==> config.mk <==
export PLATFORM = sky130hd
export DESIGN_NAME = peripheral_msi_wb_init
export DESIGN_NICKNAME = d
export VERILOG_FILES = /design/src/rtl/peripheral_msi_init_pkg.sv /design/src/rtl/peripheral_msi_wb_init.sv
export SDC_FILE = /design/constraint.sdc
export NUM_CORES = 1
export LEC_CHECK = 0
export BUFFER_PORTS_ARGS = -buffer_cell sky130_fd_sc_hd__buf_2
export CAP_MARGIN = 25
export CORE_MARGIN = 5
export CORE_UTILIZATION = 41
export CTS_BUF_LIST = sky130_fd_sc_hd__clkbuf_4
export DETAILED_ROUTE_END_ITERATION = 10
export PLACE_DENSITY = 0.72
export RECOVER_POWER = 25
export SYNTH_ARGS = -nofsm -noshare
export SYNTH_HDL_FRONTEND = slang
export SYNTH_SLANG_ARGS = --single-unit
==> constraint.sdc <==
create_clock -name wb_clk_i -period 2.26 [get_ports wb_clk_i]
set_clock_uncertainty 0.05 [all_clocks]
set_input_delay 0 -clock wb_clk_i [delete_from_list [all_inputs] [get_ports wb_clk_i]]
set_output_delay 0 -clock wb_clk_i [all_outputs]
set_load 0.1 [all_outputs]
==> src/rtl/peripheral_msi_init_pkg.sv <==
// Shared definitions for the MSI/UART peripheral bring-up master: register map, FSM states and
// the step table. PERIPHERAL_MSI_INIT_VERIFY_EN adds a final LCR read-back step.
package peripheral_msi_init_pkg;

    localparam logic [2:0] RBR_THR_DLL = 3'd0;
    localparam logic [2:0] IER_DLM     = 3'd1;
    localparam logic [2:0] IIR_FCR     = 3'd2;
    localparam logic [2:0] LCR         = 3'd3;
    localparam logic [2:0] LSR         = 3'd5;

    localparam int unsigned LCR_DLAB = 7;

`ifdef PERIPHERAL_MSI_INIT_VERIFY_EN
    localparam logic [2:0] LAST_STEP = 3'd6;
`else
    localparam logic [2:0] LAST_STEP = 3'd5;
`endif

    typedef enum logic [2:0] {StIdle, StBus, StGap, StDone, StErr} state_e;

    typedef struct packed {
        logic       we;
        logic [2:0] adr;
        logic [7:0] dat;
    } step_t;

    function automatic step_t step_entry(input logic [2:0]  step,
                                         input logic [15:0] divisor,
                                         input logic [7:0]  lcr_fmt,
                                         input logic [7:0]  fcr_val,
                                         input logic [7:0]  ier_val);
        step_t e;
        e = '{we: 1'b1, adr: LCR, dat: 8'h00};
        case (step)
            3'd0: begin
                e.adr = LCR;
                e.dat = lcr_fmt;
                e.dat[LCR_DLAB] = 1'b1;
            end
            3'd1: begin e.adr = RBR_THR_DLL; e.dat = divisor[7:0];  end
            3'd2: begin e.adr = IER_DLM;     e.dat = divisor[15:8]; end
            3'd3: begin
                e.adr = LCR;
                e.dat = lcr_fmt;
                e.dat[LCR_DLAB] = 1'b0;
            end
            3'd4: begin e.adr = IIR_FCR;     e.dat = fcr_val;       end
            3'd5: begin e.adr = IER_DLM;     e.dat = ier_val;       end
            // Read-back of LCR, only reached when verification is built in.
            default: begin e.we = 1'b0; e.adr = LCR; e.dat = 8'h00; end
        endcase
        return e;
    endfunction

endpackage

==> src/rtl/peripheral_msi_wb_init.sv <==
// Wishbone master that programs the 16550-style register file after reset or on start_i.
// Optional build macro PERIPHERAL_MSI_INIT_VERIFY_EN appends an LCR read-back check.
module peripheral_msi_wb_init
    import peripheral_msi_init_pkg::*;
#(
    parameter logic [15:0]  DIVISOR = 16'd27,
    parameter logic [7:0]   LCR_FMT = 8'h03,
    parameter logic [7:0]   FCR_VAL = 8'hC7,
    parameter logic [7:0]   IER_VAL = 8'h01,
    parameter int unsigned  TIMEOUT = 16
) (
    input  logic       wb_clk_i,
    input  logic       wb_rst_i,
    input  logic       start_i,
    output logic       busy_o,
    output logic       done_o,
    output logic       err_o,
    output logic [2:0] wbm_adr_o,
    output logic [7:0] wbm_dat_o,
    input  logic [7:0] wbm_dat_i,
    output logic       wbm_we_o,
    output logic       wbm_stb_o,
    output logic       wbm_cyc_o,
    output logic [3:0] wbm_sel_o,
    input  logic       wbm_ack_i
);

    // A disabled timeout still needs a 1-bit counter to keep widths legal.
    localparam int unsigned ToW = (TIMEOUT > 0) ? $clog2(TIMEOUT + 1) : 1;

    state_e         state_q, state_d;
    logic [2:0]     step_q, step_d;
    logic [ToW-1:0] to_q, to_d;
    logic           done_q, done_d;
    logic           err_q, err_d;
    step_t          cur;
    logic           in_bus;

    always_ff @(posedge wb_clk_i) begin
        if (wb_rst_i) begin
            state_q <= StIdle;
            step_q  <= 3'd0;
            to_q    <= '0;
            done_q  <= 1'b0;
            err_q   <= 1'b0;
        end else begin
            state_q <= state_d;
            step_q  <= step_d;
            to_q    <= to_d;
            done_q  <= done_d;
            err_q   <= err_d;
        end
    end

    assign cur = step_entry(step_q, DIVISOR, LCR_FMT, FCR_VAL, IER_VAL);

    always_comb begin
        state_d = state_q;
        step_d  = step_q;
        to_d    = to_q;
        done_d  = done_q;
        err_d   = err_q;
        unique case (state_q)
            StIdle, StDone, StErr: begin
                if (start_i) begin
                    state_d = StBus;
                    step_d  = 3'd0;
                    to_d    = '0;
                    done_d  = 1'b0;
                    err_d   = 1'b0;
                end
            end
            StBus: begin
                // Ack takes priority over a timeout firing in the same cycle.
                if (wbm_ack_i) begin
                    state_d = StGap;
`ifdef PERIPHERAL_MSI_INIT_VERIFY_EN
                    if (!cur.we && (wbm_dat_i != (LCR_FMT & 8'h7F))) begin
                        state_d = StErr;
                        err_d   = 1'b1;
                    end
`endif
                end else if (TIMEOUT > 0) begin
                    if (to_q == ToW'(TIMEOUT - 1)) begin
                        state_d = StErr;
                        err_d   = 1'b1;
                    end else begin
                        to_d = to_q + ToW'(1);
                    end
                end
            end
            StGap: begin
                if (step_q == LAST_STEP) begin
                    state_d = StDone;
                    done_d  = 1'b1;
                end else begin
                    state_d = StBus;
                    step_d  = step_q + 3'd1;
                    to_d    = '0;
                end
            end
            default: state_d = StIdle;
        endcase
    end

`ifndef PERIPHERAL_MSI_INIT_VERIFY_EN
    logic unused_dat;
    assign unused_dat = ^wbm_dat_i;
`endif

    assign in_bus    = (state_q == StBus);
    assign wbm_cyc_o = in_bus;
    assign wbm_stb_o = in_bus;
    assign wbm_sel_o = in_bus ? 4'b1111 : 4'b0000;
    assign wbm_we_o  = in_bus & cur.we;
    assign wbm_adr_o = in_bus ? cur.adr : 3'd0;
    assign wbm_dat_o = in_bus ? cur.dat : 8'h00;
    assign busy_o    = in_bus | (state_q == StGap);
    assign done_o    = done_q;
    assign err_o     = err_q;

endmodule

==> impl_metrics.toml <==
[run_status]
status = "complete, no violations"

[logic_synthesis]
syn_inst = 118
yosysWarningCount = 0
syn_area_per_cell_um2 = 8.10
ys_seq_area_share_pct = 27.2
syn_area_um2 = 956
ys_ff_latch = 13
synth.distinct_cells = 39

[layout]
seqCellArea_um2 = 260
syn2layout_area_growth_pct = 19.0
nets = 154
layout.cells.most_common_list = "16 x buf_2, 14 x a21oi_1, 13 x dfxtp_1, 11 x nor2_1, 10 x nand2_1"
fillers = 230
drive_gt1_share_pct = 28.1
antenna_cells = 0
multi_input_area_um2 = 587
final_common_cell = "buf_2"

[critical_path]
crit_required_ns = 2.42
reg2reg_slack_ns = 0.11
cp_top_family = "simple AND/OR/NAND/NOR gates"
path_cells = "ha_1, and3_1, ha_2, o32ai_4, o21bai_4, or4_1, a21oi_1"
cp.buffers_inverters = 0
start_kind = "flop"
critPathMaxStageDelay_ns = 0.48
crit_arrival_ns = 2.31
critPathMaxFanout = 10
endpoint_kind = "flop"
path_class = "flop to flop"
crit_path_top_delay_cell = "or4_1"

[global_route]
grt_max_degree = 14
grt_first_pass_wirelength_um = 3490
antenna_found_initial = 0
grt_use_total_pct = 12.9
overflow = 0
grt_util_met1_pct = 16.7
grt.busiest_layer = "met2"
use_met2_pct = 21.2
grt_pass1_vias = 802
grtUsageMet3_pct = 2.45

[sta]
period_minus_slack_ns = 2.15
tightest_slew_ns = 1.16
hold_viol_final = 0
slew_headroom_pct = 22.7
rsz0062_at_grt = "false"
fin_tns_setup_ns = 0
finalSetupViolations = 0
fmax_mhz = 465
finalCritPeriodShare_pct = 95.2
timing.hold.ws_ns = 0.00505
slew_viol_final = 0

[min_path]
hp-class = "input port to flop"

[clock_tree]
htreeDepth = 1
cts_root_buf = "clkbuf_4"
ctsLongestPathBuffers = 2
clk_pin_slew_ns = 0.08
clkSinkCount = 13
numCtsBuffers = 3
cts_tree = "built"
insertion_delay_ns = 0.27

[route]
dr.pass1.iters = 4
vias_per_cell = 5.29
drt_wl_total_um = 2080
wl_per_cell_um = 12.8
ant_nets = 0
remaining_drc_errors = 0
drtIter0Drc = 23
via_count = 863

[floorplan]
die_area_um2 = 3400
num_rows = 17
fp.coreArea_um2 = 2210
die_h_um = 58.3
ios = 33
die_w_um = 58.3
start_util_pct = 43.2

[placement]
gp_congestion = 0.821
port_buffers = 22
dp_hpwl_um = 1530

[power]
vdd_drop_max_uv = 333
p_leak_uw = 0.000465
powerDensity_nw_per_um2 = 630

[run]
maxCapViolCount = 0
-- stage by stage --
step,setup WS [ns],cell area (um2),power [uW],util (%),cells
2_1_floorplan,-0.0995,996,533,-,119
3_3_place_gp,0.118,1090,561,49.2,157
3_5_place_dp,0.0349,1090,565,49.2,157
4_1_cts,0.0274,1140,720,51.4,163
5_1_grt,0.000842,1140,753,51.4,163
6_report,0.108,1140,717,51.4,163
-- cells in the mapped netlist --
| library cell | count | area (um2) |
|---|---|---|
| nand2_1 | 10 | 37.5 |
| conb_1 | 1 | 3.75 |
| inv_2 | 1 | 3.75 |
| buf_6 | 2 | 22.5 |
| o32ai_4 | 1 | 27.5 |
| a2bb2oi_1 | 1 | 8.76 |
| dfxtp_1 | 13 | 260 |
| clkbuf_1 | 3 | 11.3 |
| o21ai_0 | 2 | 10.0 |
| nor3_1 | 1 | 5.00 |
| or2_0 | 1 | 6.26 |
| a32oi_1 | 1 | 8.76 |
| nand2b_2 | 1 | 8.76 |
| xnor2_1 | 1 | 8.76 |
| a31oi_1 | 1 | 6.26 |
| nand4b_1 | 1 | 8.76 |
| o22a_1 | 2 | 17.5 |
| and3_1 | 2 | 12.5 |
| nand3b_1 | 2 | 15.0 |
| o21ba_2 | 1 | 10.0 |
| nor4_1 | 1 | 6.26 |
| or2_1 | 1 | 6.26 |
| or4_1 | 2 | 15.0 |
| o21bai_4 | 1 | 18.8 |
| a21oi_2 | 1 | 8.76 |
| o211a_1 | 1 | 10.0 |
| o21a_1 | 1 | 7.51 |
| o21ai_1 | 2 | 10.0 |
| a21oi_1 | 15 | 75.1 |
| ha_1 | 6 | 75.1 |
| buf_4 | 9 | 67.6 |
| nor2_1 | 11 | 41.3 |
| nand2b_4 | 2 | 27.5 |
| or3_1 | 2 | 12.5 |
| a21o_1 | 1 | 7.51 |
| inv_1 | 7 | 26.3 |
| and2_1 | 2 | 12.5 |
| nand3_1 | 1 | 5.00 |
| a211oi_1 | 4 | 30.0 |
-- registers in the layout, indices dropped and copies added, names as in the netlist --
register  count
step_q        3
err_o         1
state_q       3
done_o        1
to_q          5
-- logic make-up after synthesis --
group / Yosys count / share of synthesized area (%)
and+or+nand+nor: 40 / 23.0
AOI/OAI and AO/OA: 35 / 26.8
buffers and inverters: 22 / 13.7
DFF: 13 / 27.2
adders and majority gates: 6 / 7.85
xor gates and xnor gates: 1 / 0.916
other: 1 / 0.392
-- routing by layer --
metal | wire length [um] | part of all wire [%]
met2 | 1030 | 49
met4 | 10 | 0.48
met3 | 122 | 5.9
met1 | 920 | 44
met5 | 0 | 0
-- final cells by class --
cell class	count	area share, %
clock buffers	4	2.64
inverters	8	3.30
multi-input cells	84	51.6
flip-flops and latches	13	22.9
well taps	28	3.08
repair buffers	26	16.5
-- power by group --
part           internal [uW]  total [uW]  switching [uW]
logic                   63.3         321             258
clock network           80.3         156            75.3
registers                233         240            6.56
total                    377         717             340
-- final timing paths --
check | startpoint | cells past startpoint | endpoint
hold reg to reg | to_q[4] | 2 | to_q[4]
setup reg to reg | to_q[0] | 7 | to_q[3]
hold / removal | wb_rst_i | 2 | step_q[2]
setup / recovery | to_q[0] | 7 | to_q[3]
-- what timing repair did --
item / 4_1_cts / 5_1_grt
resized for setup: 0 / 2
setup endpoints to repair: 0 / 7
hold buffers: 2 / 0
hold endpoints to repair: 3 / 0
setup buffers: 0 / 0
No activity file was read; power rests on OpenSTA's default activity.
